===== src/rtl/arb_pkg.sv =====
`default_nettype none
// ============================================================================
//  Module   : arb_pkg
//  Purpose  : Shared types and constants for the external memory bus arbiter.
//             - arb_state_t  : arbiter FSM states
//             - GRANT_*      : one-hot grant vector encodings
//             - DEFAULT_TIMEOUT_CYCLES : default no-ack watchdog limit
//  Revision : 1.0 - initial release
// ============================================================================
package arb_pkg;

    typedef enum logic [1:0] {
        IDLE    = 2'd0,
        GRANT0  = 2'd1,
        GRANT1  = 2'd2,
        RELEASE = 2'd3
    } arb_state_t;

    localparam logic [1:0] GRANT_NONE = 2'b00;
    localparam logic [1:0] GRANT_REQ0 = 2'b01;
    localparam logic [1:0] GRANT_REQ1 = 2'b10;

    localparam int DEFAULT_TIMEOUT_CYCLES = 255;

endpackage
`default_nettype wire


===== src/rtl/arb_watchdog.sv =====
`default_nettype none
// ============================================================================
//  Module   : arb_watchdog
//  Purpose  : No-ack watchdog for the bus arbiter. Counts granted cycles
//             without an acknowledge and flags expiry when the count reaches
//             TIMEOUT_CYCLES. TIMEOUT_CYCLES = 0 removes the counter entirely.
//  Ports    : clk      - clock
//             ctr_rst  - asynchronous active-high reset
//             granted  - bus is currently owned by a requester
//             ack      - bus acknowledge this cycle
//             expired  - combinational: owner has waited TIMEOUT_CYCLES
//  Revision : 1.0 - initial release
// ============================================================================
module arb_watchdog
    import arb_pkg::*;
#(
    parameter int CNT_BITS       = 8,
    parameter int TIMEOUT_CYCLES = DEFAULT_TIMEOUT_CYCLES
) (
    input  logic clk,
    input  logic ctr_rst,
    input  logic granted,
    input  logic ack,
    output logic expired
);

    generate
        if (TIMEOUT_CYCLES > 0) begin : g_enabled
            localparam logic [CNT_BITS-1:0] LIMIT = CNT_BITS'(TIMEOUT_CYCLES);

            logic [CNT_BITS-1:0] count;

            // Held at zero outside ownership, so every new grant starts from 0.
            // Saturates at all-ones rather than wrapping.
            always_ff @(posedge clk or posedge ctr_rst) begin
                if (ctr_rst) begin
                    count <= '0;
                end else if (!granted || ack) begin
                    count <= '0;
                end else if (count != '1) begin
                    count <= count + 1'b1;
                end
            end

            assign expired = granted && (count == LIMIT);
        end else begin : g_disabled
            assign expired = 1'b0;
        end
    endgenerate

endmodule
`default_nettype wire


===== src/rtl/mem_bus_arbiter.sv =====
`default_nettype none
// ============================================================================
//  Module   : mem_bus_arbiter
//  Purpose  : Round-robin arbiter sharing one external memory bus between the
//             instruction-cache (req0) and data-cache (req1) miss controllers.
//             A grant is held while the owner keeps re/wr asserted; each
//             ownership ends with one quiet RELEASE cycle. A no-ack watchdog
//             forcibly releases a stuck owner and sets a sticky timeout flag.
//  Ports    : clk, ctr_rst (async, active-high)
//             req{0,1}_addr/re/wr/wdata  - requester side inputs
//             req{0,1}_rdata/ack         - responses routed to the owner only
//             mem_addr/re/wr/wdata       - bus drive from the owner
//             mem_rdata/ack              - bus responses
//             grant   - one-hot owner indication
//             timeout - sticky watchdog error flag
//  Revision : 1.0 - initial release
// ============================================================================
module mem_bus_arbiter
    import arb_pkg::*;
#(
    parameter int WORD_SIZE      = 32,
    parameter int TIMEOUT_CYCLES = DEFAULT_TIMEOUT_CYCLES,
    parameter int CNT_BITS       = 8
) (
    input  logic                 clk,
    input  logic                 ctr_rst,
    input  logic [31:0]          req0_addr,
    input  logic                 req0_re,
    input  logic                 req0_wr,
    input  logic [WORD_SIZE-1:0] req0_wdata,
    output logic [WORD_SIZE-1:0] req0_rdata,
    output logic                 req0_ack,
    input  logic [31:0]          req1_addr,
    input  logic                 req1_re,
    input  logic                 req1_wr,
    input  logic [WORD_SIZE-1:0] req1_wdata,
    output logic [WORD_SIZE-1:0] req1_rdata,
    output logic                 req1_ack,
    output logic [31:0]          mem_addr,
    output logic                 mem_re,
    output logic                 mem_wr,
    output logic [WORD_SIZE-1:0] mem_wdata,
    input  logic [WORD_SIZE-1:0] mem_rdata,
    input  logic                 mem_ack,
    output logic [1:0]           grant,
    output logic                 timeout
);

    arb_state_t state;
    logic       last_grant;     // 0: req0 owned last, 1: req1 owned last
    logic [1:0] seen;           // requests as sampled on the previous edge
    logic [1:0] active;
    logic [1:0] candidates;
    logic       granted;
    logic       expired;

    assign active     = {req1_re | req1_wr, req0_re | req0_wr};
    // A request must be present on two consecutive edges to be arbitrated;
    // this gives the fixed one-cycle sampling stage ahead of the grant.
    assign candidates = seen & active;
    assign granted    = (state == GRANT0) || (state == GRANT1);

    arb_watchdog #(
        .CNT_BITS       (CNT_BITS),
        .TIMEOUT_CYCLES (TIMEOUT_CYCLES)
    ) u_watchdog (
        .clk     (clk),
        .ctr_rst (ctr_rst),
        .granted (granted),
        .ack     (mem_ack),
        .expired (expired)
    );

    always_ff @(posedge clk or posedge ctr_rst) begin
        if (ctr_rst) begin
            state      <= IDLE;
            last_grant <= 1'b1;
            seen       <= 2'b00;
            timeout    <= 1'b0;
        end else begin
            seen <= active;
            case (state)
                IDLE: begin
                    case (candidates)
                        2'b01:   state <= GRANT0;
                        2'b10:   state <= GRANT1;
                        2'b11:   state <= last_grant ? GRANT0 : GRANT1;
                        default: state <= IDLE;
                    endcase
                end
                GRANT0: begin
                    if (expired) begin
                        state      <= RELEASE;
                        last_grant <= 1'b0;
                        timeout    <= 1'b1;
                    end else if (!active[0]) begin
                        state      <= RELEASE;
                        last_grant <= 1'b0;
                    end
                end
                GRANT1: begin
                    if (expired) begin
                        state      <= RELEASE;
                        last_grant <= 1'b1;
                        timeout    <= 1'b1;
                    end else if (!active[1]) begin
                        state      <= RELEASE;
                        last_grant <= 1'b1;
                    end
                end
                RELEASE: state <= IDLE;
                default: state <= IDLE;
            endcase
        end
    end

    // Bus and response routing follow the owner; everything is zero in
    // IDLE/RELEASE, so an asynchronous reset silences the bus immediately.
    always_comb begin
        mem_addr   = '0;
        mem_re     = 1'b0;
        mem_wr     = 1'b0;
        mem_wdata  = '0;
        req0_rdata = '0;
        req0_ack   = 1'b0;
        req1_rdata = '0;
        req1_ack   = 1'b0;
        grant      = GRANT_NONE;
        case (state)
            GRANT0: begin
                mem_addr   = req0_addr;
                mem_wdata  = req0_wdata;
                mem_wr     = req0_wr;
                mem_re     = req0_re & ~req0_wr;
                req0_ack   = mem_ack;
                req0_rdata = mem_rdata;
                grant      = GRANT_REQ0;
            end
            GRANT1: begin
                mem_addr   = req1_addr;
                mem_wdata  = req1_wdata;
                mem_wr     = req1_wr;
                mem_re     = req1_re & ~req1_wr;
                req1_ack   = mem_ack;
                req1_rdata = mem_rdata;
                grant      = GRANT_REQ1;
            end
            default: ;
        endcase
    end

endmodule
`default_nettype wire


===== config.mk =====
export PLATFORM = sky130hd
export DESIGN_NAME = mem_bus_arbiter
export DESIGN_NICKNAME = d
export VERILOG_FILES = /design/src/rtl/arb_pkg.sv /design/src/rtl/arb_watchdog.sv /design/src/rtl/mem_bus_arbiter.sv
export SDC_FILE = /design/constraint.sdc
export NUM_CORES = 1
export LEC_CHECK = 0
export ABC_AREA = 1
export CORE_AREA = 3 3 116 118
export DETAILED_ROUTE_END_ITERATION = 6
export DIE_AREA = 0 0 119 121
export GPL_ROUTABILITY_DRIVEN = 0
export SYNTH_ARGS = -nofsm -noshare
export SYNTH_HDL_FRONTEND = slang
export SYNTH_SLANG_ARGS = --single-unit

===== constraint.sdc =====
create_clock -name clk -period 1.6 [get_ports clk]
set_input_delay 0.4 -clock clk [delete_from_list [all_inputs] [get_ports clk]]
set_output_delay 0.4 -clock clk [all_outputs]
set_load 0.05 [all_outputs]

Word-level counts from Yosys, hierarchy flattened
Index checks and enable logic that the tools add are counted.

Add/sub/neg operators: 1. Multipliers: 0. Divide/modulo/power cells: 0. $lt $le $gt $ge: 0. Eq/ne operators: 10. Shift-type cells: 0. Muxes and demuxes: 23. Bitwise operators: 7. Reduce and logical (&&, ||, !) cells: 11.

Operators by type and width (count): 32-bit one-hot mux with 2 select lines (2); 32-bit two-way mux (2); 8-bit two-way mux (2); 2-bit two-way mux (5); 8-bit by 1-bit adder with 8-bit output (second input constant) (1); 2-bit == test (second input constant) (4); 8-bit == test (second input constant) (1); 8-bit != test (second input constant) (1); 2-bit one-hot mux with 4 select lines (1); 1-bit two-way mux (6); 3-bit != test (second input constant) (2); 1-bit one-hot mux with 2 select lines (3); 2-bit one-hot mux with 3 select lines (1); 2-bit by 1-bit == test with 1-bit output (second input constant) (2); 2-bit one-hot mux with 2 select lines (1); 2-bit AND reduction (2); 2-bit nonzero test (2); 3-bit AND reduction (1); 1-bit bitwise AND (2); 2-bit bitwise AND (1); 2-bit logical NOT (1); 1-bit logical OR (2); 1-bit inverter (2); 1-bit OR (2); 3 further kinds (3).

Bits in registers: 14. Latch bits: 0. RAM bits: 0. Bits in read-only memories: 0. Input port bits: 167. Output and inout bits: 135. Memories kept: 0.

Longest topological paths before layout
Gate-level depths: netlist of run 1.

Depth after elaboration: 5. Depth in mapped cells: 8.

Modules after synthesis
From an unflattened synthesis of run 1, not the netlist that was laid out.

Cell total of the unflattened synthesis: 476. Area, all modules: 2354.8 µm².

Modules (own cells, without submodules): mem_bus_arbiter (instances 1, cells each 411, area an instance 1880.6 µm², seq. area each 151.4 µm²); arb_watchdog (instances 1, cells each 65, area an instance 474.2 µm², seq. area each 200.2 µm²).

Least setup slack after synthesis of run 1
Ideal clock, no wire load.

Path kind: reg-to-output. Start: register state[0]. End: output mem_addr[14]. Arrival time: 1.935 ns. Data required time: 1.200 ns. Path slack: -0.735 ns. Cell stages (with the launch flop): 7. Path buffers: 2. Cells stage by stage: dfrtp_1 inv_1 ha_1 inv_2 buf_2 buf_2 a21oi_1.

Word-level cells in the longest chain between the ends: 2. Elaborated cells between the ends (all ways): 3. Classes of those cells: eq/ne (2); mux (1).

RTL lines: start, declared (RTL line mem_bus_arbiter.sv:49) `arb_state_t state;`; start signal, assigned (RTL line mem_bus_arbiter.sv:87) `2'b11: state <= last_grant ? GRANT0 : GRANT1;`; 2-bit == test / 2-bit by 1-bit == test with 1-bit output (equally long branches) (RTL line mem_bus_arbiter.sv:129) `case (state)`; 32-bit one-hot mux with 2 select lines (*) (RTL line mem_bus_arbiter.sv:129); end, declared (RTL line mem_bus_arbiter.sv:39) `output logic [31:0] mem_addr,`.

Every way passes the cells marked *; elsewhere a longest branch is shown, timed or not.

Worst setup path in the final report of run 1
Start: register state[1]. End: output mem_addr[11].

The elaborated chain is that of the path after synthesis.

==> impl_metrics.ini, run 1 <==
[clocking]
cts_made_buffers = 3
cts_tree = yes
cts.htree.levels = 1
cts.sinks = 14
insertion_delay_ps = 240
clock_path_buffers = 2
clkTransAtPathRegs_ps = 50
cts-root-buf = clkbuf_16

[setup_path]
start_kind = register
endpoint = mem_addr[11]
crit_slowest_cell = dfrtp_1
crit_path_cell_trace = inv_2, ha_4, buf_12, clkbuf_16, nand2_4, a21oi_4, buf_6
setup.worst_path.end_class = output pin
crit_family = buffers and inverters
path_class = reg2out
crit_path_start = state[1]
crit_buf_inv = 4
crit_fanout = 5
r2r_slack_ps = 80
slowest_delay_ps = 390
required_ps = 1200
cp.depth = 7
reg2reg_depth = 10
r2r-start = state[1]
crit_arrival_ps = 1650
r2r_end = state[1]

[timing]
slew_headroom_pct = 85.0
period_minus_slack_ps = 2050
final_hold_viol_count = 0
worst_slack_ps = -451
finalCritPeriodShare_pct = 128
maxSlewViolCount = 0
finalSetupViolations = 133
fmax_mhz = 487
worst_pin_slew_ps = 225
rsz0062_at_grt = yes
fin_skew_ps = 1.91

[finish]
diodes = 0
final_cells = 953
area_growth_pct = 258
fin_nets = 955
drive_gt1_share_pct = 52.9

[placement]
post-place-ws_ps = -242
post-place-cells = 941
dpl.hpwl_um = 13200
port_buffers = 301

[routing]
drc = 0
firstDrtPassIters = 4
antenna_left = 0
routedWlPerCell_um = 16.7
viasPerCell = 4.28
wl_um = 15900
drtIter0Drc = 152
num_vias = 4081

[job]
drv_cap = 0

[worst_hold_path]
hold_class = in2async

[synthesis]
syn-num-nets = 641
ys_ff_latch = 14
yosys_warnings = 0
synth_area_per_cell_um2 = 5.03
syn_area_um2 = 2350
syn_inst = 468
synth.distinct_cells = 27
synth_seq_area_share_pct = 14.9

[run_status]
status = finished with violations
failed_checks = setup timing

[grt]
grt_use_total_pct = 20.6
grt_pass1_vias = 4149
grt_pass1_wl_um = 23700
globalRouteOverflowTotal = 0
grt_max_degree = 40
antenna_found_initial = 1

[power]
ir_drop_v = 0.00136
p_seq_share_pct = 2.7
clockPowerShare_pct = 3.0
powerDensity_nw_per_um2 = 2050
combPwrFrac_pct = 94.3
p_switching_w = 0.00964
switching_share_pct = 55.9
p_int_w = 0.00759
p_leak_nw = 3.05

[floorplanning]
io_pins = 302
core-area_um2 = 12600
fp.dieH_um = 121
die_area_um2 = 14400
initial_core_util_pct = 18.7
row_count = 41
die_w_um = 119
==> sequential cells by signal, indices dropped and copies added (netlist names) <==
register,flops
last_grant,1
seen,2
state,2
timeout,1
u_watchdog.g_enabled.count,8
==> cell families (layout without fill, tap and decap cells) <==
| kind of cell | count (synthesis) | in the layout | share of synthesized area (%) |
|---|---|---|---|
| AND/OR/NAND/NOR | 259 | 259 | 45.9 |
| buffers and inverters | 116 | 429 | 20.3 |
| flip-flops | 14 | 14 | 14.9 |
| AO/OA/AOI/OAI | 73 | 73 | 15.7 |
| adder cells (fa/ha/maj) | 6 | 6 | 3.19 |
==> cell usage after synthesis <==
| cell type | count | area share, % |
|---|---|---|
| a21oi_1 | 67 | 14 |
| a31oi_1 | 1 | 0.27 |
| buf_2 | 25 | 5.3 |
| buf_4 | 1 | 0.32 |
| buf_6 | 1 | 0.48 |
| clkbuf_1 | 2 | 0.32 |
| dfrtp_1 | 13 | 14 |
| dfstp_2 | 1 | 1.1 |
| ha_1 | 6 | 3.2 |
| inv_1 | 84 | 13 |
| inv_2 | 3 | 0.48 |
| nand2_1 | 228 | 36 |
| nand2_2 | 3 | 0.80 |
| nand2_4 | 2 | 0.96 |
| nand3_1 | 9 | 1.9 |
| nand3_2 | 1 | 0.43 |
| nand3_4 | 1 | 0.74 |
| nand3b_1 | 3 | 0.96 |
| nand4_1 | 2 | 0.53 |
| nor2_1 | 4 | 0.64 |
| nor2_4 | 2 | 0.96 |
| nor2_8 | 1 | 0.85 |
| nor3_1 | 2 | 0.43 |
| o21ai_0 | 2 | 0.43 |
| o21ai_1 | 2 | 0.43 |
| o21bai_1 | 1 | 0.32 |
| or2_2 | 1 | 0.27 |
==> what timing repair did <==
action,4_1_cts,5_1_grt
gates cloned,2,3
buffers inserted,2,1
gates resized for setup,49,31
pin swaps,0,5
setup endpoints to repair,134,136
hold buffers,0,0
==> worst register-to-register path, stage by stage, from the launching register on <==
cell and delay (ps):
dfrtp_1 390, buf_4 160, ha_4 190, buf_6 160, buf_4 140, nand2_1 50, nand2_1 90, nand2_4 110
inv_2 40, nand2_1 50, nand2_1 50
==> area by class of cell <==
class | instances | area (um2)
well taps | 172 | 215
flip-flops and latches | 14 | 352
inverters | 87 | 587
fillers | 999 | 4150
multi-input cells | 338 | 2590
clock buffers | 4 | 88.8
repair buffers | 338 | 4590
==> placed cells by master, fill, tap and decap left out, drive strengths merged <==
cell / Yosys / routed
a21oi: 67 / 67
nand2: 233 / 233
nand3: 11 / 11
nand4: 2 / 2
nand3b: 3 / 3
inv: 87 / 21
dfrtp: 13 / 13
buf: 27 / 170
o21bai: 1 / 1
ha: 6 / 6
nor3: 2 / 2
clkdlybuf4s50: 0 / 166
nor2: 7 / 7
o21ai: 4 / 4
or2: 1 / 1
dfstp: 1 / 1
a31oi: 1 / 1
clkinvlp: 0 / 66
clkbuf: 2 / 6
==> stage by stage <==
step / TNS, ps / hold WS [ps] / instance area (um2) / util [%] / power (W)
global route: -58150 / 496 / 8420 / 67.0 / 0.0179
CTS: -50630 / 466 / 8230 / 65.5 / 0.0170
finish: -50140 / 458 / 8420 / 67.0 / 0.0172
global placement: -14350 / 460 / 7880 / 62.7 / 0.0154
floorplan: -16450 / 289 / 3650 / - / 0.00997
detailed placement: -17790 / 476 / 7880 / 62.7 / 0.0155
==> power by group through the flow <==
stage	logic [W]	clock network, W	registers (W)
2_1_floorplan	0.00950	0	0.000471
6_report	0.0162	0.000520	0.000467
3_5_place_dp	0.0151	0	0.000470
3_3_place_gp	0.0149	0	0.000464
4_1_cts	0.0161	0.000531	0.000465
5_1_grt	0.0169	0.000541	0.000472
==> routing by layer <==
metal	wire length, um	up-vias	global-route usage [%]	share of wire (%)
met3	1100	16	4.01	6.9
li1	-	2018	-	-
met1	5810	1882	23.9	37
met4	197	2	2.61	1.2
met2	8770	163	39.9	55
met5	13	-	0	0.082
==> worst min-delay path by stage <==
| stage | endpoint | slack, ps |
|---|---|---|
| finish | seen[1] | 460 |
| global route | last_grant | 500 |
| CTS | seen[1] | 470 |
| detailed placement | last_grant | 480 |
| global placement | last_grant | 460 |
| floorplan | seen[0] | 290 |
(Power assumes the default switching activity.)
==> run 2, diff against run 1 <==
--- a/config.mk
+++ b/config.mk
@@ -10,6 +10,7 @@
 export DETAILED_ROUTE_END_ITERATION = 6
 export DIE_AREA = 0 0 119 121
 export GPL_ROUTABILITY_DRIVEN = 0
+export RECOVER_POWER = 50
 export SYNTH_ARGS = -nofsm -noshare
 export SYNTH_HDL_FRONTEND = slang
 export SYNTH_SLANG_ARGS = --single-unit
==> run 2 against run 1 <==
The flow still finishes with violations (setup timing); clock skew hardly changed; non-clock buffer count stayed put; cell count stayed put; clock-buffer cell count stayed put; maximum frequency hardly changed; worst setup slack worse by 1.1 ps; highest routed layer unchanged; worst hold slack better by 26 ps; via count hardly changed.
==> impl_metrics.ini, run 2 (synthesized netlist as in run 1, its figures left out) <==
[setup_path]
crit_arrival_ps = 1650
start_kind = register
crit_family = buffers and inverters
crit_fanout = 5
cp.depth = 7
endpoint = mem_addr[11]
crit_path_start = state[1]
crit_slowest_cell = dfrtp_1
r2r-start = state[1]
required_ps = 1200
slowest_delay_ps = 390
path_class = reg2out
setup.worst_path.end_class = output pin
crit_path_cell_trace = inv_2, ha_4, buf_12, clkbuf_16, nand2_4, a21oi_4, buf_6
crit_buf_inv = 4
r2r_end = state[1]
r2r_slack_ps = 80
reg2reg_depth = 10

[timing]
fin_skew_ps = 1.93
worst_pin_slew_ps = 801
finalCritPeriodShare_pct = 128
period_minus_slack_ps = 2050
maxSlewViolCount = 0
worst_slack_ps = -453
fmax_mhz = 487
setup_tns_ps = -50130
rsz0062_at_grt = yes
slew_headroom_pct = 46.6
finalSetupViolations = 133
final_hold_viol_count = 0

[routing]
viasPerCell = 4.28
routedWlPerCell_um = 16.7
antenna_left = 0
drc = 0
drtIter0Drc = 152
num_vias = 4078
wl_um = 15900
firstDrtPassIters = 4

[placement]
post-place-ws_ps = -242
port_buffers = 301
dpl.hpwl_um = 13200
placed_cell_area_um2 = 7880

[floorplanning]
die_area_um2 = 14400
io_pins = 302
fp.dieH_um = 121
initial_core_util_pct = 18.7
die_w_um = 119
row_count = 41
core-area_um2 = 12600

[run_status]
failed_checks = setup timing
status = finished with violations

[clocking]
hold_buffers = 0
cts_tree = yes
cts.htree.levels = 1
cts.sinks = 14
clkTransAtPathRegs_ps = 50
cts_made_buffers = 3
insertion_delay_ps = 240
cts-root-buf = clkbuf_16
clock_path_buffers = 2

[finish]
seq_area_um2 = 352
area_growth_pct = 258
fillCellCount = 999
largestRegisters = u_watchdog.g_enabled.count (8), seen (2), state (2)
regMostFlops = u_watchdog.g_enabled.count
final_cell_mix = clkdlybuf4s50_1, nand2_1, buf_12
design_area_um2 = 8420
drive_gt1_share_pct = 52.8
final_common_cell = clkdlybuf4s50_1
largest_reg_flops = 8
fin_nets = 955
multiInputGateArea_um2 = 2590
diodes = 0

[power]
p_leak_nw = 3.05
power_w = 0.0172
ir_drop_v = 0.00136
powerDensity_nw_per_um2 = 2050

[worst_hold_path]
hold_class = reg2reg

[grt]
grt_pass1_wl_um = 23700
grt_max_degree = 40
antenna_found_initial = 1
grt_pass1_vias = 4149
globalRouteOverflowTotal = 0
grt_use_total_pct = 20.6

[job]
drv_cap = 0
==> run 2: changes by cell type in the layout (fill, tap and decap cells not counted) <==
cell,before,now
buf_4,19,18
clkbuf_1,0,1
clkdlybuf4s50_1,166,165
dlygate4sd3_1,0,1
==> run 2: power by group <==
group	switching [W]	internal [W]
Clock	0.000142	0.000378
Combinational	0.00945	0.00679
Sequential	0.0000418	0.000425
Total	0.00964	0.00759
==> run 2: final cells by class <==
| type | count | share of cell area (%) |
|---|---|---|
| timing repair buffer | 338 | 54.5 |
| inverter | 87 | 6.97 |
| clock buffer | 4 | 1.06 |
| tap | 172 | 2.56 |
| multi-input combinational | 338 | 30.7 |
| sequential | 14 | 4.18 |
==> run 2: worst min path at each step <==
stage                     from          to  slack (ps)  depth (start not counted)
finish              last_grant  last_grant         480                          2
global route        last_grant  last_grant         500                          2
CTS                    ctr_rst     seen[1]         470                          3
detailed placement  last_grant  last_grant         480                          2
global placement    last_grant  last_grant         460                          2
floorplan              ctr_rst     seen[0]         290                          1
==> run 2: what timing repair did <==
action,in CTS,in global routing
gates resized for setup,49,31
gates cloned,2,3
buffers inserted,2,1
pin swaps,0,5
setup endpoints to repair,134,136
==> run 2: metrics by stage <==
step                cells  hold slack, ps  utilization, %
finish                953             484            67.0
global route          953             496            67.0
CTS                   949             466            65.5
detailed placement    941             476            62.7
global placement      941             460            62.7
floorplan             468             289               -
==> run 2: worst register-to-register path: cells and delay by family (launching register included) <==
kind | cells | cell delay [ps]
buf+inv | 4 | 500
flops | 1 | 390
simple gates | 5 | 350
fa+ha+maj | 1 | 190
==> run 2: per-layer routing <==
metal / track usage, % / up-vias / routed length [um]
li1: - / 2018 / -
met1: 23.9 / 1883 / 5810
met2: 39.9 / 161 / 8780
met3: 4.01 / 14 / 1090
met4: 2.61 / 2 / 195
met5: 0 / - / 13
